==> src/rtl/ring_pkg.sv <==
// Shared constants and helpers for blocks that sit around a RingBuffer instance.
package ring_pkg;

  localparam int RING_DATA_WIDTH  = 8;
  localparam int RING_LENGTH_BITS = 3;

  // RingBuffer keeps one slot empty to tell full from empty, so usable
  // entries are one less than the slot count.
  function automatic int ring_capacity(input int length_bits);
    return (1 << length_bits) - 1;
  endfunction

  // Per-edge occupancy action chosen from (grant, ack).
  typedef enum logic [1:0] {
    OCC_HOLD = 2'd0,
    OCC_INC  = 2'd1,
    OCC_DEC  = 2'd2
  } occ_op_e;

endpackage

==> src/rtl/rr_priority_picker.sv <==
// Combinational round-robin picker: searches upward from the slot after
// last_grant, wrapping, and returns a one-hot grant plus the winner index.
module rr_priority_picker #(
  parameter int NUM_REQ = 4,
  parameter int IDX_W   = (NUM_REQ > 1) ? $clog2(NUM_REQ) : 1
) (
  input  logic [NUM_REQ-1:0] req,
  input  logic [IDX_W-1:0]   last_grant,
  output logic [NUM_REQ-1:0] grant,
  output logic [IDX_W-1:0]   winner
);

  // First requester at or after last_grant+1 (mod NUM_REQ) wins.
  always_comb begin
    logic found;
    // NOTE: every output gets a default before the loop so no path leaves it
    // unassigned; otherwise synthesis infers a latch.
    grant  = '0;
    winner = '0;
    found  = 1'b0;
    for (int k = 1; k <= NUM_REQ; k++) begin
      automatic int idx = (int'(last_grant) + k) % NUM_REQ;
      if (!found && req[idx]) begin
        found      = 1'b1;
        grant[idx] = 1'b1;
        winner     = idx[IDX_W-1:0];
      end
    end
  end

endmodule

==> src/rtl/ring_write_arbiter.sv <==
// Round-robin arbiter sharing one RingBuffer write port among NUM_REQ
// producers. Tracks occupancy from accepted writes and returned read acks and
// withholds grants while the buffer is full.
module ring_write_arbiter
  import ring_pkg::*;
#(
  parameter int NUM_REQ     = 4,
  parameter int DATA_WIDTH  = RING_DATA_WIDTH,
  parameter int LENGTH_BITS = RING_LENGTH_BITS,
  parameter int CAPACITY    = ring_capacity(LENGTH_BITS)
) (
  input  logic                          clk,
  input  logic                          reset,
  input  logic [NUM_REQ-1:0]            reqValid,
  input  logic [NUM_REQ*DATA_WIDTH-1:0] reqData,
  output logic [NUM_REQ-1:0]            reqGrant,
  output logic                          ringWriteEnable,
  output logic [DATA_WIDTH-1:0]         ringData,
  input  logic                          ringDataReadAck,
  output logic [LENGTH_BITS:0]          occupancy,
  output logic                          full,
  output logic                          empty
);

  localparam int IDX_W = $clog2(NUM_REQ);
  localparam logic [IDX_W-1:0]     LAST_INIT = IDX_W'(NUM_REQ - 1);
  localparam logic [LENGTH_BITS:0] CAP_OCC   = (LENGTH_BITS + 1)'(CAPACITY);

  logic [IDX_W-1:0]      last_grant;
  logic [NUM_REQ-1:0]    pick_grant;
  logic [IDX_W-1:0]      pick_winner;
  logic [DATA_WIDTH-1:0] win_data;
  logic                  fire;
  occ_op_e               occ_op;

  rr_priority_picker #(
    .NUM_REQ (NUM_REQ),
    .IDX_W   (IDX_W)
  ) u_picker (
    .req        (reqValid),
    .last_grant (last_grant),
    .grant      (pick_grant),
    .winner     (pick_winner)
  );

  // Status comes from the registered count only; a read ack frees a slot for
  // granting starting the following cycle.
  assign full  = (occupancy == CAP_OCC);
  assign empty = (occupancy == '0);

  // No grants while full or while reset is held.
  assign reqGrant = (reset && !full) ? pick_grant : '0;
  assign fire     = |reqGrant;

  // Select the granted producer's data slice.
  always_comb begin
    win_data = '0;
    for (int i = 0; i < NUM_REQ; i++) begin
      if (pick_grant[i]) win_data = reqData[i*DATA_WIDTH +: DATA_WIDTH];
    end
  end

  // Register the write strobe/data toward RingBuffer and advance the pointer.
  always_ff @(posedge clk or negedge reset) begin
    if (!reset) begin
      ringWriteEnable <= 1'b0;
      ringData        <= '0;
      last_grant      <= LAST_INIT;
    end else begin
      // NOTE: state registers use non-blocking assignments so every flop
      // samples pre-edge values regardless of statement order.
      ringWriteEnable <= fire;
      if (fire) begin
        ringData   <= win_data;
        last_grant <= pick_winner;
      end
    end
  end

  // Decide how occupancy moves this edge; simultaneous grant and ack cancel.
  always_comb begin
    occ_op = OCC_HOLD;
    unique case ({fire, ringDataReadAck})
      2'b10:   occ_op = OCC_INC;
      2'b01:   occ_op = (occupancy != '0) ? OCC_DEC : OCC_HOLD;
      default: occ_op = OCC_HOLD;
    endcase
  end

  // Occupancy counter; a stray ack at zero saturates instead of wrapping.
  always_ff @(posedge clk or negedge reset) begin
    if (!reset) begin
      occupancy <= '0;
    end else begin
      unique case (occ_op)
        OCC_INC: occupancy <= occupancy + 1'b1;
        OCC_DEC: occupancy <= occupancy - 1'b1;
        default: occupancy <= occupancy;
      endcase
    end
  end

  // An ack with nothing outstanding means the consumer side is misbehaving.
  ack_without_entry: assert property (
    @(posedge clk) disable iff (!reset) !(ringDataReadAck && empty)
  );

endmodule

==> config.mk <==
export PLATFORM = sky130hd
export DESIGN_NAME = ring_write_arbiter
export DESIGN_NICKNAME = d
export VERILOG_FILES = /design/src/rtl/ring_pkg.sv /design/src/rtl/rr_priority_picker.sv /design/src/rtl/ring_write_arbiter.sv
export SDC_FILE = /design/constraint.sdc
export NUM_CORES = 1
export LEC_CHECK = 0
export ABC_CLOCK_PERIOD_IN_PS = 4200
export CORE_MARGIN = 4
export CORE_UTILIZATION = 40
export CTS_CLUSTER_SIZE = 8
export DETAILED_ROUTE_END_ITERATION = 8
export PLACE_DENSITY = 0.74
export RECOVER_POWER = 25
export SLEW_MARGIN = 10
export SYNTH_ARGS = -nofsm -noshare
export SYNTH_HDL_FRONTEND = slang
export SYNTH_SLANG_ARGS = --single-unit
==> constraint.sdc <==
create_clock -name clk -period 4.2 [get_ports clk]
set_input_delay 0.84 -clock clk [delete_from_list [all_inputs] [get_ports clk]]
set_output_delay 0.84 -clock clk [all_outputs]
set_load 0.02 [all_outputs]
==> metrics.csv, run 1 <==
stage;metric;value;unit
outcome;status;complete, no violations;
drt;dr.first_iter.drc_count;96;
setup_path;end_kind;register;
floorplan;die_w;70.5;um
floorplan;num_io_pins;58;
sta;fin_crit_sh;95.0;%
drt;post-route-drc-count;0;
floorplan;fp.dieH;70.5;um
sta;worst_slack;212;ps
sta;tightest_slew;879;ps
setup_path;crit_fanout;7;
drt;wl_met2;2050;um
grt;grt_pass1_wl;7500;um
clock_network;clock_latency;250;ps
finish;area_growth;54.4;%
drt;met1_length;2010;um
placed_design;dp_hpwl;3520;um
drt;routedWlPerCell;15.2;um
floorplan;core;0.00372;mm2
finish;fin_nets;298;
sta;period_minus_slack;3990;ps
synthesis;synth_cells;165;
synthesis;synth_area_leaders;dfrtp_1 21%, ha_1 10%, a31oi_2 5.6%;
sta;rsz0062_at_grt;false;
finish;fill_cells;326;
drt;dr_wl_met3;320;um
drt;top_layer;met4;
clock_network;cts_tree;done;
sta;slew_headroom;41.4;%
setup_path;cp.arrival;4120;ps
drt;dr.pass1.iters;4;
clock_network;cts_max_level;1;
synthesis;yosys.area.top_type;dfrtp_1;
finish;ff_latch_area;378;um2
clock_network;cts_root_buf;clkbuf_8;
setup_path;crit_family;adder cells;
power_and_ir_drop;p_sw;1.04;mW
synthesis;synth_edf_count;0;
sta;final_hold_viol_count;0;
synthesis;synth_top_area_share;20.8;%
sta;finalSetupViolCount;0;
drt;drt-total-wl;4440;um
synthesis;synth_seq_cells;15;
power_and_ir_drop;swShare;48.7;%
hold_path;min_path_type;reg2reg;
placed_design;numPortBuffers;57;
sta;slew_viol_final;0;
power_and_ir_drop;p_leak;1.00;nW
setup_path;max_stage_delay;530;ps
grt;antenna_found_initial;0;
setup_path;worstSetupPathType;reg2reg;
grt;grt_pass1_vias;1540;
synthesis;yosys_warnings;0;
finish;multi_input_area;0.00115;mm2
setup_path;crit_chain;inv_1 > ha_4 > mux4_2 > nor3b_2 > a221oi_1 > a41oi_2 > ha_4 > nor3b_2 > ha_2 > ha_4 > a21o_1 > a21oi_2 > xnor2_1 > nor2_1 > xor2_1;
placed_design;pre_cts_slack;-288;ps
floorplan;start_util;42.1;%
synthesis;ys_seq_area_share;24.2;%
floorplan;rows;22;
placed_design;dpl_cell_area;0.00235;mm2
drt;viasPerCell;5.22;
setup_path;crit_top_cell;ha_4;
power_and_ir_drop;combinationalPowerShare;80.3;%
synthesis;syn_area;0.00156;mm2
floorplan;dieArea;0.00497;mm2
grt;grt_start_max_net_pins;20;
clock_network;cts_inserted_buffers;3;
power_and_ir_drop;power.density;881;mW/mm2
power_and_ir_drop;clkPwrFrac;5.8;%
setup_path;cp-start-kind;register;
drt;num_vias;1525;
clock_network;cts.clk_slew.worst_paths;70;ps
sta;fmax;0.251;GHz
power_and_ir_drop;internal-power;1.09;mW
setup_path;slowest_stage;dfstp_2;
synthesis;synth-async-reset-ratio;100;%
power_and_ir_drop;p_seq_share;13.9;%
setup_path;required;4340;ps
finish;layout-drive-gt1-share;23.4;%
power_and_ir_drop;vdd_drop_max;0.000368;V
finish;n_antenna_cell;0;
synthesis;synth.distinct_cells;46;
setup_path;worst-path-buf-inv;1;
placed_design;place_congestion;0.824;
synthesis;avgSynthCellArea;9.47;um2
sta;finalClockSkew;3.72;ps
clock_network;clock_path_buffers;2;
synthesis;syn-num-nets;218;
grt;global_route.overflow_total;0;
clock_network;clock-sinks;15;
synthesis;synth_common_cells;19 x nand2_1, 14 x nor2_1, 13 x dfrtp_1, 13 x ha_1;
sta;hold_slack;529;ps
flow_run;maxCapViolCount;0;
synthesis;synth.most_common_cell;nand2_1;
grt;gr-usage-all-layers;18.6;%
finish;stdcell_area;0.00241;mm2
synthesis;synth_top_flop_cell;dfrtp_1;
drt;ant_nets;0;
[state kept, by name, indices dropped and copies added (netlist names)]
signal	count
last_grant	2
ringWriteEnable	1
occupancy	4
ringData	8
[worst paths after layout]
path                                            from                        to  slack (ps)  cells past startpoint
hold / removal              occupancy[3]$_DFFE_PN0P_  occupancy[3]$_DFFE_PN0P_         530                      1
min in group asynchronous                      reset   ringData[5]$_DFFE_PN0N_        1260                      2
hold reg to reg             occupancy[3]$_DFFE_PN0P_  occupancy[3]$_DFFE_PN0P_         530                      1
setup / recovery           last_grant[1]$_DFFE_PN1P_  occupancy[3]$_DFFE_PN0P_         210                     15
setup reg to reg           last_grant[1]$_DFFE_PN1P_  occupancy[3]$_DFFE_PN0P_         210                     15
max in group asynchronous                      reset   ringData[2]$_DFFE_PN0N_        2400                      2
[cell type report]
class                      instances  area share (%)
inverter                           9            1.61
tap                               48            2.49
clock inverter                     1           0.207
sequential                        15            15.7
multi-input combinational        136            47.5
timing repair buffer              80            30.8
clock buffer                       3            1.71
[placed cells by master, fill, tap and decap left out, drive strengths merged, types with 3 or more instances in the layout]
| master | netlist | layout |
|---|---|---|
| a21o | 9 | 9 |
| mux2i | 3 | 3 |
| nand3 | 9 | 9 |
| mux4 | 3 | 3 |
| dfrtp | 13 | 13 |
| nor2 | 14 | 14 |
| clkdlybuf4s50 | 0 | 48 |
| buf | 5 | 22 |
| a31oi | 9 | 9 |
| dlygate4sd2 | 0 | 4 |
| ha | 13 | 13 |
| clkbuf | 0 | 4 |
| a211oi | 3 | 3 |
| o21ai | 6 | 6 |
| inv | 9 | 9 |
| a21oi | 6 | 6 |
| dlymetal6s2s | 0 | 4 |
| a22oi | 8 | 8 |
| nand2 | 19 | 19 |
[through the flow]
| step | setup TNS (ps) | power (mW) | utilization (%) | instances |
|---|---|---|---|---|
| final | 0 | 2.13 | 64.9 | 292 |
| after global placement | -466 | 1.99 | 63.3 | 287 |
| after global routing | 0 | 2.32 | 64.9 | 292 |
| after detailed placement | -1010 | 2.02 | 63.3 | 287 |
| after CTS | 0 | 2.15 | 64.6 | 292 |
| after floorplan | 0 | 1.49 | - | 165 |
[power groups by stage]
stage          Combinational [mW]  Clock [mW]  Sequential, mW
3_3_place_gp                 1.69           0           0.294
2_1_floorplan                1.11           0           0.382
4_1_cts                      1.73       0.128           0.296
6_report                     1.71       0.124           0.295
3_5_place_dp                 1.72           0           0.299
5_1_grt                      1.88       0.133           0.310
[logic make-up after synthesis]
kind of cell	share of synthesized area [%]
AOI/OAI and AO/OA	29.0
adders and majority gates	11.7
buffers and inverters	6.32
xor gates and xnor gates	2.24
DFF	24.2
muxes	6.97
and+or+nand+nor	19.6
[routing by layer]
metal	global-route usage, %	vias to the layer above
met1	24.6	694
met2	30.5	51
met3	4.32	6
met4	5.11	0
li1	-	774
met5	0	-
[repair_timing]
action | 4_1_cts | 5_1_grt
endpoints found under the setup margin | 5 | 3
setup buffers | 1 | 0
endpoints found under the hold margin | 0 | 0
resized for setup | 6 | 5
pin swaps | 0 | 1
hold buffers | 0 | 0
[worst register-to-register path, cell delays in order, from the launching register on]
cell and delay, ps:
dfstp_2 530, inv_1 120, ha_4 350, mux4_2 510, nor3b_2 190, a221oi_1 430
a41oi_2 250, ha_4 280, nor3b_2 170, ha_2 240, ha_4 200, a21o_1 160
a21oi_2 120, xnor2_1 120, nor2_1 70, xor2_1 140
Note: power is estimated with default switching activity, not from simulation.
==> run 2, diff against run 1 <==
--- a/config.mk
+++ b/config.mk
@@ -6,11 +6,14 @@
 export NUM_CORES = 1
 export LEC_CHECK = 0
 export ABC_CLOCK_PERIOD_IN_PS = 4200
+export CAP_MARGIN = 0
+export CELL_PAD_IN_SITES_DETAIL_PLACEMENT = 1
+export CELL_PAD_IN_SITES_GLOBAL_PLACEMENT = 2
 export CORE_MARGIN = 4
-export CORE_UTILIZATION = 40
+export CORE_UTILIZATION = 23
 export CTS_CLUSTER_SIZE = 8
 export DETAILED_ROUTE_END_ITERATION = 8
-export PLACE_DENSITY = 0.74
+export PLACE_DENSITY = 0.73
 export RECOVER_POWER = 25
 export SLEW_MARGIN = 10
 export SYNTH_ARGS = -nofsm -noshare
==> run 2 against run 1 <==
Clock skew about the same. Core utilization down 26 points. Sequential power about the same. Global-route usage down 4.4 points. Clock-buffer cell count unchanged. Sequential share of layout area down 0.69 points. Combinational power up 7%.
==> metrics.csv, run 2 (same netlist as run 1, synthesis figures left out) <==
stage;metric;value;unit
setup_path;max_stage_delay;550;ps
setup_path;crit_fanout;6;
grt;grt_pass1_vias;1703;
floorplan;core;0.00646;mm2
grt;global_route.overflow_total;0;
finish;final_cell_mix;48 x clkdlybuf4s50_1, 31 x buf_4, 19 x nand2_1;
setup_path;required;4340;ps
floorplan;rows;29;
clock_network;cts_max_level;1;
sta;slew_viol_final;0;
placed_design;numPortBuffers;57;
drt;drt-total-wl;5670;um
sta;period_minus_slack;3960;ps
setup_path;end_kind;register;
drt;routedWlPerCell;17.2;um
placed_design;dpl_cell_area;0.00244;mm2
flow_run;maxCapViolCount;0;
sta;fin_tns_setup;0;ps
hold_path;min_path_type;reg2reg;
sta;tightest_slew;877;ps
placed_design;dp_hpwl;4610;um
hold_path;hold_start;occupancy[3]$_DFFE_PN0P_;
setup_path;slowest_stage;dfstp_2;
clock_network;clock_latency;250;ps
hold_path;holdPathStages;1;
finish;layout_commonest_cell;clkdlybuf4s50_1;
drt;ant_nets;0;
finish;area_growth;61.6;%
sta;fmax;0.253;GHz
sta;final_hold_viol_count;0;
finish;largest_reg_flops;8;
power_and_ir_drop;p_leak;1.04;nW
setup_path;timing.rr.start;last_grant[1]$_DFFE_PN1P_;
finish;largest_register;ringData;
grt;antenna_found_initial;0;
floorplan;num_io_pins;58;
drt;viasPerCell;4.90;
clock_network;cts_root_buf;clkbuf_8;
floorplan;start_util;24.2;%
grt;grt_pass1_wl;9340;um
drt;post-route-drc-count;0;
sta;finalClockSkew;3.88;ps
hold_path;holdPathEnd;occupancy[3]$_DFFE_PN0P_;
setup_path;worstSetupPathType;reg2reg;
power_and_ir_drop;power.density;889;mW/mm2
grt;gr-usage-all-layers;14.3;%
sta;fin_crit_sh;94.2;%
drt;dr.pass1.iters;4;
sta;rsz0062_at_grt;false;
floorplan;fp.dieH;90.4;um
clock_network;clock_path_buffers;2;
outcome;status;complete, no violations;
placed_design;place_congestion;0.792;
clock_network;clock-sinks;15;
drt;num_vias;1618;
floorplan;dieArea;0.00818;mm2
power_and_ir_drop;vdd_drop_max;0.000271;V
setup_path;startpoint;last_grant[1]$_DFFE_PN1P_;
setup_path;ff2ff_setup_slack;240;ps
setup_path;r2r_end;occupancy[3]$_DFFE_PN0P_;
clock_network;cts.clk_slew.worst_paths;70;ps
clock_network;cts_inserted_buffers;3;
floorplan;die_w;90.4;um
sta;finalSetupViolCount;0;
finish;layout-drive-gt1-share;26.9;%
sta;slew_headroom;41.5;%
clock_network;cts_tree;done;
setup_path;cp-start-kind;register;
finish;fin_nets;307;
finish;stdcell_area;0.00252;mm2
drt;dr.first_iter.drc_count;22;
setup_path;cp.arrival;4100;ps
finish;n_antenna_cell;0;
setup_path;crit_top_cell;ha_4;
setup_path;crit_chain;inv_1 > ha_4 > mux4_2 > nor3b_2 > buf_4 > a221oi_2 > a41oi_2 > ha_4 > nor3b_2 > ha_2 > ha_4 > a21o_1 > a21oi_2 > xnor2_1 > nor2_1 > xor2_1;
setup_path;rr_worst_depth;16;
grt;grt_start_max_net_pins;20;
clock_network;cts_hold_buf;0;
finish;largestRegisters;ringData x8, occupancy x4, last_grant x2;
-- run 2: worst max-delay path: cells and delay by family, from the launching register on --
family                   cells  cell delay [ps]
multiplexers                 1              530
AND/OR/NAND/NOR              3              410
buffers and inverters        2              210
XOR/XNOR                     2              270
adder cells (fa/ha/maj)      4             1030
flip-flops                   1              550
AO/OA/AOI/OAI                4              840
-- run 2: repair_timing --
item,CTS,global route
endpoints found under the setup margin,5,4
pin swaps,0,2
resized for setup,7,5
setup buffers,2,1
gates cloned,0,0
-- run 2: per-stage QoR --
| stage | setup slack, ps | hold slack [ps] | power, mW | utilization, % | instances |
|---|---|---|---|---|---|
| 6_report | 244 | 541 | 2.24 | 39.1 | 330 |
| 3_3_place_gp | -216 | 524 | 2.09 | 37.8 | 323 |
| 4_1_cts | 19.6 | 535 | 2.28 | 38.8 | 329 |
| 2_1_floorplan | 13.0 | 544 | 1.49 | - | 165 |
| 3_5_place_dp | -331 | 522 | 2.14 | 37.8 | 323 |
| 5_1_grt | 40.4 | 554 | 2.46 | 39.1 | 330 |
-- run 2: layout make-up --
cell class,count,area (um2)
clock buffers,3,41.3
clock inverters,1,5.00
fillers,781,3930
inverters,9,38.8
multi-input cells,136,1160
flip-flops and latches,15,378
well taps,77,96.3
repair buffers,89,808
-- run 2: metal layers --
| layer | global-route usage (%) | part of all wire [%] | vias to the layer above |
|---|---|---|---|
| met2 | 25.2 | 49 | 53 |
| met5 | 0 | 0 | - |
| met4 | 2.30 | 0.72 | 0 |
| met3 | 4.00 | 5.2 | 7 |
| met1 | 17.5 | 45 | 768 |
| li1 | - | - | 790 |
-- run 2: worst max path at each step --
| stage | endpoint |
|---|---|
| after floorplan | occupancy[3]$_DFFE_PN0P_ |
| final | occupancy[3]$_DFFE_PN0P_ |
| after global routing | occupancy[3]$_DFFE_PN0P_ |
| after detailed placement | occupancy[3]$_DFFE_PN0P_ |
| after CTS | occupancy[3]$_DFFE_PN0P_ |
| after global placement | occupancy[3]$_DFFE_PN0P_ |
-- run 2: power breakdown --
group | total (mW) | switching (mW) | internal, mW
Sequential | 0.297 | 0.0601 | 0.237
Clock | 0.122 | 0.0565 | 0.0659
Combinational | 1.83 | 0.976 | 0.850
